### config.mk
export PLATFORM = sky130hd
export DESIGN_NAME = wb_stage
export DESIGN_NICKNAME = d
export VERILOG_FILES = /design/src/rtl/wb_stage_pkg.sv /design/src/rtl/wb_stage_load_align.sv /design/src/rtl/wb_stage.sv
export SDC_FILE = /design/constraint.sdc
export NUM_CORES = 1
export LEC_CHECK = 0
export BUFFER_PORTS_ARGS = -buffer_cell sky130_fd_sc_hd__buf_2
export CAP_MARGIN = 5
export CORE_MARGIN = 2
export CORE_UTILIZATION = 51
export CTS_CLUSTER_SIZE = 16
export DETAILED_ROUTE_END_ITERATION = 7
export PLACE_DENSITY = 0.81
export SYNTH_ARGS = -nofsm -noshare
export SYNTH_HDL_FRONTEND = slang
export SYNTH_HIERARCHICAL = 1
export SYNTH_SLANG_ARGS = --single-unit
### constraint.sdc
create_clock -name clk -period 4.5 [get_ports clk]
set_input_delay 1.35 -clock clk [delete_from_list [all_inputs] [get_ports clk]]
set_output_delay 1.35 -clock clk [all_outputs]
set_load 0.01 [all_outputs]
### src/rtl/wb_stage_pkg.sv
// Shared CPU constants for the write-back stage: load-type and write-back-source
// encodings, the latched WB payload layout, and the link-address helper.
package wb_stage_pkg;

  localparam logic [2:0] LD_LW  = 3'b000;
  localparam logic [2:0] LD_LB  = 3'b001;
  localparam logic [2:0] LD_LBU = 3'b010;
  localparam logic [2:0] LD_LH  = 3'b011;
  localparam logic [2:0] LD_LHU = 3'b100;

  localparam logic [1:0] WB_SEL_ALU  = 2'b00;
  localparam logic [1:0] WB_SEL_LOAD = 2'b01;
  localparam logic [1:0] WB_SEL_LINK = 2'b10;
  localparam logic [1:0] WB_SEL_ALU2 = 2'b11;

  localparam logic [31:0] LINK_OFFSET = 32'd8;

  typedef struct packed {
    logic [31:0] pc;
    logic [1:0]  sel_wbdata;
    logic [3:0]  reg_we;
    logic [4:0]  dest;
    logic [31:0] aluout;
    logic [2:0]  ld_op;
    logic [1:0]  addr_low;
  } ws_payload_t;

  // Return address skips the branch delay slot; the add wraps modulo 2^32.
  function automatic logic [31:0] link_addr(input logic [31:0] pc);
    return pc + LINK_OFFSET;
  endfunction

endpackage

### src/rtl/wb_stage_load_align.sv
// Combinational load data alignment: selects the addressed byte/halfword from
// the SRAM word and sign- or zero-extends it according to the load type.
module load_align
  import wb_stage_pkg::*;
(
  input  logic [2:0]  ld_op_i,
  input  logic [1:0]  addr_low_i,
  input  logic [31:0] rdata_i,
  output logic [31:0] data_o
);

  logic [7:0]  byte_sel;
  logic [15:0] half_sel;

  always_comb begin
    byte_sel = rdata_i[7:0];
    case (addr_low_i)
      2'd0: byte_sel = rdata_i[7:0];
      2'd1: byte_sel = rdata_i[15:8];
      2'd2: byte_sel = rdata_i[23:16];
      2'd3: byte_sel = rdata_i[31:24];
      default: byte_sel = rdata_i[7:0];
    endcase
    // A misaligned halfword ignores addr_low[0]; the alignment fault is raised upstream.
    half_sel = addr_low_i[1] ? rdata_i[31:16] : rdata_i[15:0];
  end

  always_comb begin
    data_o = rdata_i;
    case (ld_op_i)
      LD_LB:   data_o = {{24{byte_sel[7]}}, byte_sel};
      LD_LBU:  data_o = {24'd0, byte_sel};
      LD_LH:   data_o = {{16{half_sel[15]}}, half_sel};
      LD_LHU:  data_o = {16'd0, half_sel};
      default: data_o = rdata_i;
    endcase
  end

endmodule

### src/rtl/wb_stage.sv
// Write-back pipeline stage: latches the MEM-stage result, produces register
// file write controls/data, forwarding info, debug PC and a retire counter.
module wb_stage
  import wb_stage_pkg::*;
(
  input  logic        clk,
  input  logic        resetn,
  input  logic        ms_to_ws_valid,
  output logic        ws_allowin,
  input  logic [31:0] ms_pc,
  input  logic [1:0]  ms_sel_wbdata,
  input  logic [3:0]  ms_reg_we,
  input  logic [4:0]  ms_dest,
  input  logic [31:0] ms_aluout,
  input  logic [2:0]  ms_ld_op,
  input  logic [1:0]  ms_addr_low,
  input  logic [31:0] data_sram_rdata,
  input  logic        flush,
  output logic [3:0]  rf_we,
  output logic [4:0]  rf_waddr,
  output logic [31:0] rf_wdata,
  output logic        ws_fwd_valid,
  output logic [4:0]  ws_fwd_dest,
  output logic [31:0] debug_wb_pc,
  output logic [31:0] retire_cnt
);

  // Handshake: an instruction transfers MEM->WB on every rising edge where
  // ms_to_ws_valid=1 && ws_allowin=1; WB never stalls, so ws_allowin is tied to 1
  // and ms_to_ws_valid alone qualifies the transfer. flush overrides the transfer.
  logic        ws_valid_q, ws_valid_d;
  ws_payload_t ws_q, ws_d;
  logic [31:0] retire_cnt_q, retire_cnt_d;
  logic [31:0] load_data;
  logic        wr_en;

  assign ws_allowin = 1'b1;

  always_comb begin
    ws_valid_d = ms_to_ws_valid && !flush;
    ws_d       = ws_q;
    if (ms_to_ws_valid) begin
      ws_d.pc         = ms_pc;
      ws_d.sel_wbdata = ms_sel_wbdata;
      ws_d.reg_we     = ms_reg_we;
      ws_d.dest       = ms_dest;
      ws_d.aluout     = ms_aluout;
      ws_d.ld_op      = ms_ld_op;
      ws_d.addr_low   = ms_addr_low;
    end
    retire_cnt_d = retire_cnt_q;
    if (ws_valid_q && !flush) retire_cnt_d = retire_cnt_q + 32'd1;
  end

  always_ff @(posedge clk or negedge resetn) begin
    if (!resetn) begin
      ws_valid_q   <= 1'b0;
      ws_q         <= '0;
      retire_cnt_q <= 32'd0;
    end else begin
      ws_valid_q   <= ws_valid_d;
      ws_q         <= ws_d;
      retire_cnt_q <= retire_cnt_d;
    end
  end

  load_align u_load_align (
    .ld_op_i    (ws_q.ld_op),
    .addr_low_i (ws_q.addr_low),
    .rdata_i    (data_sram_rdata),
    .data_o     (load_data)
  );

  // $zero is never written, but the instruction still retires.
  assign wr_en = ws_valid_q && !flush && (ws_q.dest != 5'd0);

  always_comb begin
    rf_wdata = ws_q.aluout;
    case (ws_q.sel_wbdata)
      WB_SEL_ALU, WB_SEL_ALU2: rf_wdata = ws_q.aluout;
      WB_SEL_LOAD:             rf_wdata = load_data;
      WB_SEL_LINK:             rf_wdata = link_addr(ws_q.pc);
      default:                 rf_wdata = ws_q.aluout;
    endcase
  end

  assign rf_we        = wr_en ? ws_q.reg_we : 4'b0000;
  assign rf_waddr     = ws_q.dest;
  assign ws_fwd_valid = (rf_we != 4'b0000);
  assign ws_fwd_dest  = ws_q.dest;
  assign debug_wb_pc  = ws_q.pc;
  assign retire_cnt   = retire_cnt_q;

endmodule

== Word-level counts from Yosys, hierarchy flattened ==
Cells that the tools add are included.
Cells by class
  add/subtract/negate cells: 2
  equal/unequal tests: 10
  multiplexer cells: 5
  reductions and logical operators: 9
Operator list (number)
  32-bit case mux with 4 select lines: 1
  32-bit case mux with 3 select lines: 1
  32-bit by 1-bit adder with 32-bit output, second input constant: 1
  32-bit by 4-bit adder with 32-bit output, second input constant: 1
  8-bit case mux with 4 select lines: 1
  16-bit two-way mux: 1
  2-bit equality test, second input constant: 4
  3-bit by 2-bit equality test with 1-bit output, second input constant: 2
  5-bit nonzero test: 1
  2-bit by 1-bit equality test with 1-bit output, second input constant: 2
  2-bit zero test: 2
  4-bit two-way mux: 1
  4-bit nonzero test: 1
  3-bit by 1-bit equality test with 1-bit output, second input constant: 1
  3-bit equality test, second input constant: 1
  1-bit logical AND: 3
  2-bit OR reduction: 1
  1-bit zero test: 1
Storage, ports and cells
  flip-flop bits (word level): 113
  bits of input ports: 116
  output and inout bits: 112
  logic and storage cells: 35

== Depth between registers and ports, before layout ==
Gate-level depths: netlist (run 1).
  depth in word-level cells: 5
  mapped depth: 9
  mapped depth without buffers: 7

== Modules after synthesis ==
The synthesis (run 1) kept the hierarchy.
By module, submodules not included
  wb_stage: instances 1, cells each 551, area an instance 5939.4 um^2, seq. area each 2827.7 um^2
  load_align: instances 1, cells each 99, area an instance 883.3 um^2, seq. area each 0.0 um^2

== Least setup slack after synthesis (run 1) ==
OpenSTA, ideal clock, no wires.
  path kind: input -> output
  from: in data_sram_rdata[31]
  to: out rf_wdata[11]
  arrival: 2.699 ns
  required time: 3.150 ns
  setup slack: 0.451 ns
  stages: 6
  path buffers: 0
  path through: mux4_2 > nand4b_4 > o21ai_0 > a221o_1 > a221oi_1 > a21oi_1
Between the ends
  longest elaborated chain between the ends: 3
RTL lines
  start: declaration: line wb_stage.sv:17  | input logic [31:0] data_sram_rdata,
  8-bit case mux with 4 select lines: line wb_stage_load_align.sv:17  | case (addr_low_i)
  32-bit case mux with 4 select lines: line wb_stage_load_align.sv:30  | case (ld_op_i)
  via load_data[11]: line wb_stage.sv:34  | logic [31:0] load_data;
  32-bit case mux with 3 select lines: line wb_stage.sv:79  | case (ws_q.sel_wbdata)
  end: declaration: line wb_stage.sv:21  | output logic [31:0] rf_wdata,
The timed path passes the listed nets, and every way through them passes these cells.

== Worst setup path in the final report (run 1) ==
  from: in data_sram_rdata[15]
  to: out rf_wdata[11]
The elaborated chain is that of the path after synthesis.

==> key figures, run 1 <==
STA
  • Final setup vio count: 0
  • Fmax: 0.2239 GHz
  • Worst Tran Pin Value: 1.092 ns
  • Final Hold Vio Count: 0
  • Setup ws final: 0.03293 ns
  • Skew final: 0.005240 ns
  • Unrepaired setup endpoints after global routing: yes
  • Tcrit/Tclk final: 0.9927
  • Final Max Tran Viols: 0
  • Crit path time final: 4.467 ns
  • Slew HR: 0.2722

Outcome
  • Status: complete, no violations

Placed design
  • Dpl ws: 0.04402 ns
  • Buffers on Ports: 226
  • GPL Wtd Cong: 0.9347
  • DPL Wire Length: 13890 um

Global route
  • Vias in the first global route: 5591
  • Initial antenna violation count: 0
  • GRT Resource Usage Total: 0.2666
  • Largest net degree at the start of global routing: 90
  • Grt total ovfl: 0
  • First-pass GRT wire length: 29630 um

Synthesis
  • Synth Cell Area: 6823 um2
  • Largest cells by area after synthesis: dfrtp_1 (41%), mux2_2 (12%), buf_4 (4.8%)
  • Ys async rst share: 1.000
  • Yosys top cell area share: 0.4145
  • Synth Instances: 650
  • Number of synthesized register bits: 113
  • Commonest cells in the netlist: dfrtp_1 (113), nand2_1 (76), mux2_2 (73)
  • Top-count cell post-synth: dfrtp_1
  • Yosys warns: 6
  • Syn nets: 770
  • Post-synthesis sequential area ratio: 0.4145
  • Synth Area per Inst: 10.50 um2
  • Number of synthesized flops with an enable pin: 0
  • Post-synthesis cell type count: 56
  • Main synth FF type: dfrtp_1
  • Synth area leader: dfrtp_1

Floorplanning
  • Row Count: 42
  • Initial core utilization: 0.5193
  • Die Width: 119.7 um
  • Core area: 13140 um2
  • Die Y: 119.7 um
  • # IOs: 228
  • Die area: 14320 um2

Clock network
  • TritonCTS clock tree: done
  • Root Driver: clkbuf_16
  • CTS buffer count: 17
  • Clk slew on worst S/H paths: 0.05 ns
  • Clock Sinks: 113
  • Setup Fix Bufs, Post-CTS: 0
  • Worst-Skew Late Latency: 0.41 ns
  • Clock Tree Buf Depth: 2
  • CTS H-tree lvls: 4

Routing
  • WL/cell: 18.76 um
  • DRC: 0
  • Initial DRC Count: 469
  • Drt total wl: 18950 um
  • Detailed-route via count: 5831
  • Pre-antenna DRT Iters: 5
  • Vias/cell: 5.773
  • Post-route ant nets: 0

Worst setup path
  • Critical path's slowest cell: mux4_2
  • Kind of critical path: primary input to output pin
  • Max stage delay on crit path: 0.51 ns
  • WP data arrival: 3.12 ns
  • Critical path launch point type: primary input
  • WP data required: 3.15 ns
  • Crit-path max FO: 4
  • Top cell by count, worst path: buf_2
  • Crit-path cells: buf_2 > mux4_2 > nand4b_4 > o21ai_0 > a221o_1 > a221oi_2 > a21oi_1 > buf_2
  • Critical path depth: 8
  • Worst path bufs/invs: 2
  • R2R cell count: 5
  • Crit. End Element: output pin
  • Delay-heaviest family, CP: compound AO/OA/AOI/OAI gates

Job
  • Maximum capacitance violations: 0

Final layout
  • Layout cells sized above 1: 0.4329
  • Nets: 941
  • Area growth from synthesis to layout: 22.74%
  • Final core utilization: 0.6374
  • N_diodes: 0

Worst hold path
  • Worst Hold Class: flip-flop to flip-flop
  • Cells on Worst Hold Path: 1

Pwr
  • Total power per unit cell area: 398.5 nW/um2
  • Leakage power: 4.010 nW
  • VDD IR max: 0.3035 mV
[layer usage]
metal / up-vias / track usage / share of wire / routed length [um]
met2: 290 / 0.4421 / 0.49 / 9320
li1: 2677 / - / - / -
met3: 33 / 0.07985 / 0.083 / 1576
met1: 2831 / 0.3322 / 0.40 / 7637
met4: 0 / 0.09265 / 0.022 / 412
met5: - / 0 / 0 / 0
[repair_timing]
action	CTS	global route
hold buffers	0	0
endpoints found under the setup margin	0	3
gates resized for setup	0	4
[state kept, by name, indices dropped and copies added (netlist names)]
| signal | count |
|---|---|
| ws_valid_q | 1 |
| debug_wb_pc | 32 |
| retire_cnt | 32 |
| ws_q | 43 |
| rf_waddr | 5 |
[logic make-up after synthesis]
group           Yosys count  share of synthesized area
other cells               1                  0.0005496
compound gates          113                     0.1249
flops                   113                     0.4145
xor+xnor                 58                    0.07556
simple gates            186                     0.1485
mux                      82                     0.1489
fa+ha+maj                 4                   0.007336
buf+inv                  93                    0.07977
[cell type report]
class | count | area [um2]
tap | 176 | 220.2
sequential | 113 | 2829
clock buffer | 21 | 460.4
inverter | 10 | 37.54
clock inverter | 11 | 136.4
multi-input combinational | 444 | 3471
timing repair buffer | 235 | 1220
fill | 1100 | 4763
[final timing paths]
kind / startpoint / endpoint / slack [ns]
worst max-delay path: data_sram_rdata[15] / rf_wdata[11] / 0.03
worst min-delay path: retire_cnt[22] / retire_cnt[22] / 0.49
worst max register to register: retire_cnt[4] / retire_cnt[24] / 2.49
worst min register to register: retire_cnt[22] / retire_cnt[22] / 0.49
max in group asynchronous: resetn / ws_q[1] / 2.76
min in group asynchronous: resetn / ws_q[18] / 0.91
[where the power goes]
| group | internal (W) | total (W) | switching (W) |
|---|---|---|---|
| logic | 0.000348 | 0.000752 | 0.000404 |
| registers | 0.00111 | 0.00123 | 0.000121 |
| clock network | 0.000893 | 0.00135 | 0.000462 |
| total | 0.00235 | 0.00334 | 0.000986 |
[metrics by stage]
step / hold WS [ns] / power [W] / setup TNS [ns] / instances / instance area (um2)
5_1_grt: 0.5092 / 0.003494 / -0.06509 / 1010 / 8374
6_report: 0.4869 / 0.003337 / 0 / 1010 / 8374
3_3_place_gp: 0.4600 / 0.001970 / 0 / 978 / 7755
4_1_cts: 0.4877 / 0.003347 / 0 / 1010 / 8352
2_1_floorplan: 0.4752 / 0.001723 / 0 / 650 / 6823
3_5_place_dp: 0.4804 / 0.001983 / 0 / 978 / 7755
[layout by cell type (no fill, tap or decap), types with 3 or more instances in the layout]
| cell type | count |
|---|---|
| nand4_1 | 15 |
| xor2_1 | 24 |
| nor2b_1 | 7 |
| dfrtp_1 | 112 |
| clkinv_2 | 6 |
| a22oi_1 | 9 |
| a32oi_1 | 7 |
| and3_1 | 22 |
| and4_1 | 5 |
| a21oi_1 | 9 |
| clkbuf_16 | 17 |
| ha_1 | 3 |
| nor2_1 | 8 |
| xnor2_1 | 33 |
| a221o_1 | 13 |
| bufinv_16 | 3 |
| mux2_2 | 73 |
| nand3_1 | 25 |
| buf_4 | 9 |
| buf_2 | 224 |
| nor3_1 | 3 |
| inv_1 | 10 |
| o21ai_0 | 26 |
| a21o_1 | 17 |
| o221ai_1 | 18 |
| and2_1 | 7 |
| mux4_2 | 7 |
| nand2_1 | 76 |
No activity file was read; power rests on OpenSTA's default activity.
==> run 2, diff against run 1 <==
ABC_AREA = 1   (was default)
CORE_UTILIZATION = 54   (was 51)
PLACE_DENSITY = 0.82   (was 0.81)
==> run 2 against run 1 <==
Compared with the run above: largest cell class unchanged; clock power up 3%; register-to-register slack better by 0.36 ns; synthesized cell count up 73%; sequential power about the same; via count up 37%.
==> key figures, run 2 <==
Floorplanning
  • Row Count: 44 (+4.8%)
  • Die Width: 126.5 um (+5.7%)
  • Initial core utilization: 0.5552 (+0.03590)
  • # IOs: 228 (unchanged)
  • Die Y: 126.5 um (+5.7%)
  • Core area: 14590 um2 (+11%)
  • Die area: 16000 um2 (+12%)

Worst setup path
  • FF-to-FF End: retire_cnt[22]
  • Top cell by count, worst path: nand2_1
  • Crit. End Element: output pin
  • Max stage delay on crit path: 0.38 ns (-0.13 ns)
  • CP startpoint: data_sram_rdata[23]
  • Worst reg2reg setup slack: 2.85 ns (+0.36 ns)
  • R2R cell count: 10 (+5)
  • Crit-path max FO: 24 (+20)
  • Last element of the critical path: rf_wdata[17]
  • Crit-path cells: buf_2 > inv_1 > nand2_1 > nand2_1 > nand2_1 > nand3b_4 > nand3_1 > a21oi_1 > a22oi_1 > buf_2
  • Kind of critical path: primary input to output pin
  • Critical path launch point type: primary input
  • Critical path's slowest cell: nand3b_4
  • WP data arrival: 2.81 ns (-0.31 ns)
  • Reg2reg start: retire_cnt[0]
  • WP data required: 3.15 ns (about the same)

Routing
  • Pre-antenna DRT Iters: 5 (unchanged)
  • DRC: 0 (unchanged)
  • Initial DRC Count: 727 (+55%)
  • Post-route ant nets: 0 (unchanged)
  • Detailed-route via count: 7963 (+37%)
  • WL/cell: 16.21 um (-14%)
  • Vias/cell: 5.359 (-7.2%)
  • Drt total wl: 24090 um (+27%)

Pwr
  • VDD IR max: 0.2766 mV (-8.9%)
  • Psw: 0.001127 W (+14%)
  • Gate power share: 0.251 (+0.026)
  • Leakage power: 5.113 nW (+27%)
  • Reg power frac: 0.348 (-0.021)
  • Clk pwr share: 0.401 (-0.005)
  • Sw frac: 0.3260 (+0.03057)
  • Int Pwr: 0.002329 W (-0.95%)
  • Total power per unit cell area: 362.2 nW/um2 (-9.1%)

Synthesis
  • Number of synthesized flops with an enable pin: 0 (unchanged)
  • Synth area leader: dfrtp_1
  • Post-synthesis sequential area ratio: 0.3491 (-0.06536)
  • Synth Instances: 1122 (+73%)
  • Number of synthesized register bits: 113 (unchanged)
  • Yosys warns: 6 (unchanged)
  • Top-count cell post-synth: nand2_1
  • Synth Area per Inst: 7.219 um2 (-31%)
  • Largest cells by area after synthesis: dfrtp_1 (35%), nand2_1 (17%), nand3_2 (7.4%)
  • Syn nets: 1242 (+61%)
  • Commonest cells in the netlist: nand2_1 (369), dfrtp_1 (113), inv_1 (106)
  • Synth Cell Area: 8100 um2 (+19%)
  • Post-synthesis cell type count: 43 (-23%)
  • Ys async rst share: 1.000 (unchanged)
  • Yosys top cell area share: 0.3491 (-0.06536)
  • Main synth FF type: dfrtp_1

Clock network
  • Clk slew on worst S/H paths: 0.05 ns (about the same)
  • Setup Fix Bufs, Post-CTS: 0 (unchanged)
  • Clock Tree Buf Depth: 2 (unchanged)
  • CTS buffer count: 17 (unchanged)
  • Root Driver: clkbuf_16
  • Clock Sinks: 113 (unchanged)
  • CTS H-tree lvls: 4 (unchanged)
  • CTS-repair resized insts: 0 (unchanged)
  • TritonCTS clock tree: done
  • Cts hold-fix bufs: 0 (unchanged)
  • Worst-Skew Late Latency: 0.41 ns (about the same)

Final layout
  • Largest reg by FF count: ws_q
  • Most common library cell in the layout ignoring fill and taps: nand2_1
  • Largest register FFs: 43 (unchanged)
  • Final instance area: 9542 um2 (+14%)
  • Commonest cells after routing, fill and taps aside: nand2_1 (369), buf_2 (224), dfrtp_1 (113)
  • Area growth from synthesis to layout: 17.79%
  • Nets: 1409 (+50%)
  • N_diodes: 0 (unchanged)
  • Layout cells sized above 1: 0.2949 (-0.1379)
  • Final core utilization: 0.6540 (+0.01660)

STA
  • Crit path time final: 4.156 ns (-0.3110 ns)
  • Final hold slack: 0.4711 ns (-0.01581 ns)
  • Final Max Tran Viols: 0 (unchanged)
  • Skew final: 0.004733 ns (-0.0005068 ns)
  • Unrepaired setup endpoints after global routing: no
  • Final Hold Vio Count: 0 (unchanged)
  • Worst Tran Pin Value: 1.152 ns (+0.06037 ns)
  • Slew HR: 0.2311 (-0.04109)
  • Final setup vio count: 0 (unchanged)
  • Fin Setup TNS: 0 ns (unchanged)
  • Tcrit/Tclk final: 0.9236 (-0.06912)
  • Fmax: 0.2406 GHz (+7.5%)

Global route
  • Initial antenna violation count: 0 (unchanged)
  • Largest net degree at the start of global routing: 69 (-23%)
  • Grt total ovfl: 0 (unchanged)
  • GRT Resource Usage Total: 0.3001 (+0.03346)
  • Vias in the first global route: 7249 (+30%)
  • First-pass GRT wire length: 37980 um (+28%)

Placed design
  • DP Area: 8934 um2 (+15%)
  • DPL Wire Length: 18190 um (+31%)
  • GPL Wtd Cong: 0.9807 (+4.9%)
  • Buffers on Ports: 226 (unchanged)

Outcome
  • Status: complete, no violations

Worst hold path
  • Worst Hold Class: flip-flop to flip-flop

Job
  • Maximum capacitance violations: 0 (unchanged)
run 2: cell count changes in the layout (fill, tap and decap cells not counted), moves of 13 or more:
cell / before / now
a221o_1: 13 / 0
nor2_1: 8 / 78
o221ai_1: 18 / 0
nand3_2: 0 / 60
inv_1: 10 / 106
xnor2_1: 33 / 10
nand3_1: 25 / 68
mux2_2: 73 / 0
o21ai_0: 26 / 59
nor2_2: 1 / 14
and3_1: 22 / 0
a21oi_1: 9 / 45
nand2_1: 76 / 369
a21o_1: 17 / 0
run 2: area by class of cell:
cell class,count,area (um2)
Sequential cell,113,2828
Tap cell,184,230.2
Fill cell,1279,5047
Multi-Input combinational cell,807,4227
Timing Repair Buffer,236,1211
Clock inverter,9,130.1
Clock buffer,23,478.0
Inverter,114,437.9
run 2: cells by family (layout without fill, tap and decap cells):
group / after synthesis / after routing / synth area share
buf+inv: 202 / 382 / 0.1291
flops: 113 / 113 / 0.3491
fa+ha+maj: 4 / 4 / 0.006179
simple gates: 642 / 642 / 0.3951
xor+xnor: 23 / 23 / 0.02487
compound gates: 137 / 137 / 0.09515
other cells: 1 / 1 / 0.0004629
run 2: through the flow:
| step | total power [W] | instances | setup WS [ns] |
|---|---|---|---|
| after global routing | 0.003619 | 1486 | 0.2301 |
| after floorplan | 0.001798 | 1122 | 0.8949 |
| final | 0.003456 | 1486 | 0.3440 |
| after global placement | 0.002055 | 1454 | 0.3938 |
| after detailed placement | 0.002069 | 1454 | 0.3584 |
| after CTS | 0.003462 | 1486 | 0.3436 |
run 2: worst min-delay path by stage:
stage / endpoint / cells past startpoint / startpoint
floorplan: ws_q[0] / 2 / ws_q[0]
global placement: ws_q[30] / 2 / ws_q[30]
detailed placement: ws_q[18] / 2 / ws_q[18]
CTS: ws_q[15] / 2 / ws_q[15]
global route: ws_q[34] / 2 / ws_q[34]
finish: ws_q[15] / 2 / ws_q[15]
run 2: power by group through the flow:
stage	Sequential, W	Combinational, W	Clock [W]
global placement	0.00121	0.000842	0
finish	0.00120	0.000867	0.00139
floorplan	0.00120	0.000600	0
detailed placement	0.00121	0.000854	0
CTS	0.00120	0.000863	0.00140
global route	0.00121	0.000956	0.00145
run 2: layer usage:
metal / up-vias / part of all wire / global-route usage / wire length [um]
met3: 58 / 0.073 / 0.05989 / 1763
met2: 359 / 0.46 / 0.4612 / 10970
li1: 3879 / - / - / -
met5: - / 0 / 0 / 0
met4: 0 / 0.036 / 0.1131 / 879
met1: 3667 / 0.43 / 0.4204 / 10480
run 2: critical path: cells and delay by family:
family                 cells  cell delay (ns)
AND/OR/NAND/NOR            5             0.86
AO/OA/AOI/OAI              2             0.26
buffers and inverters      3             0.32
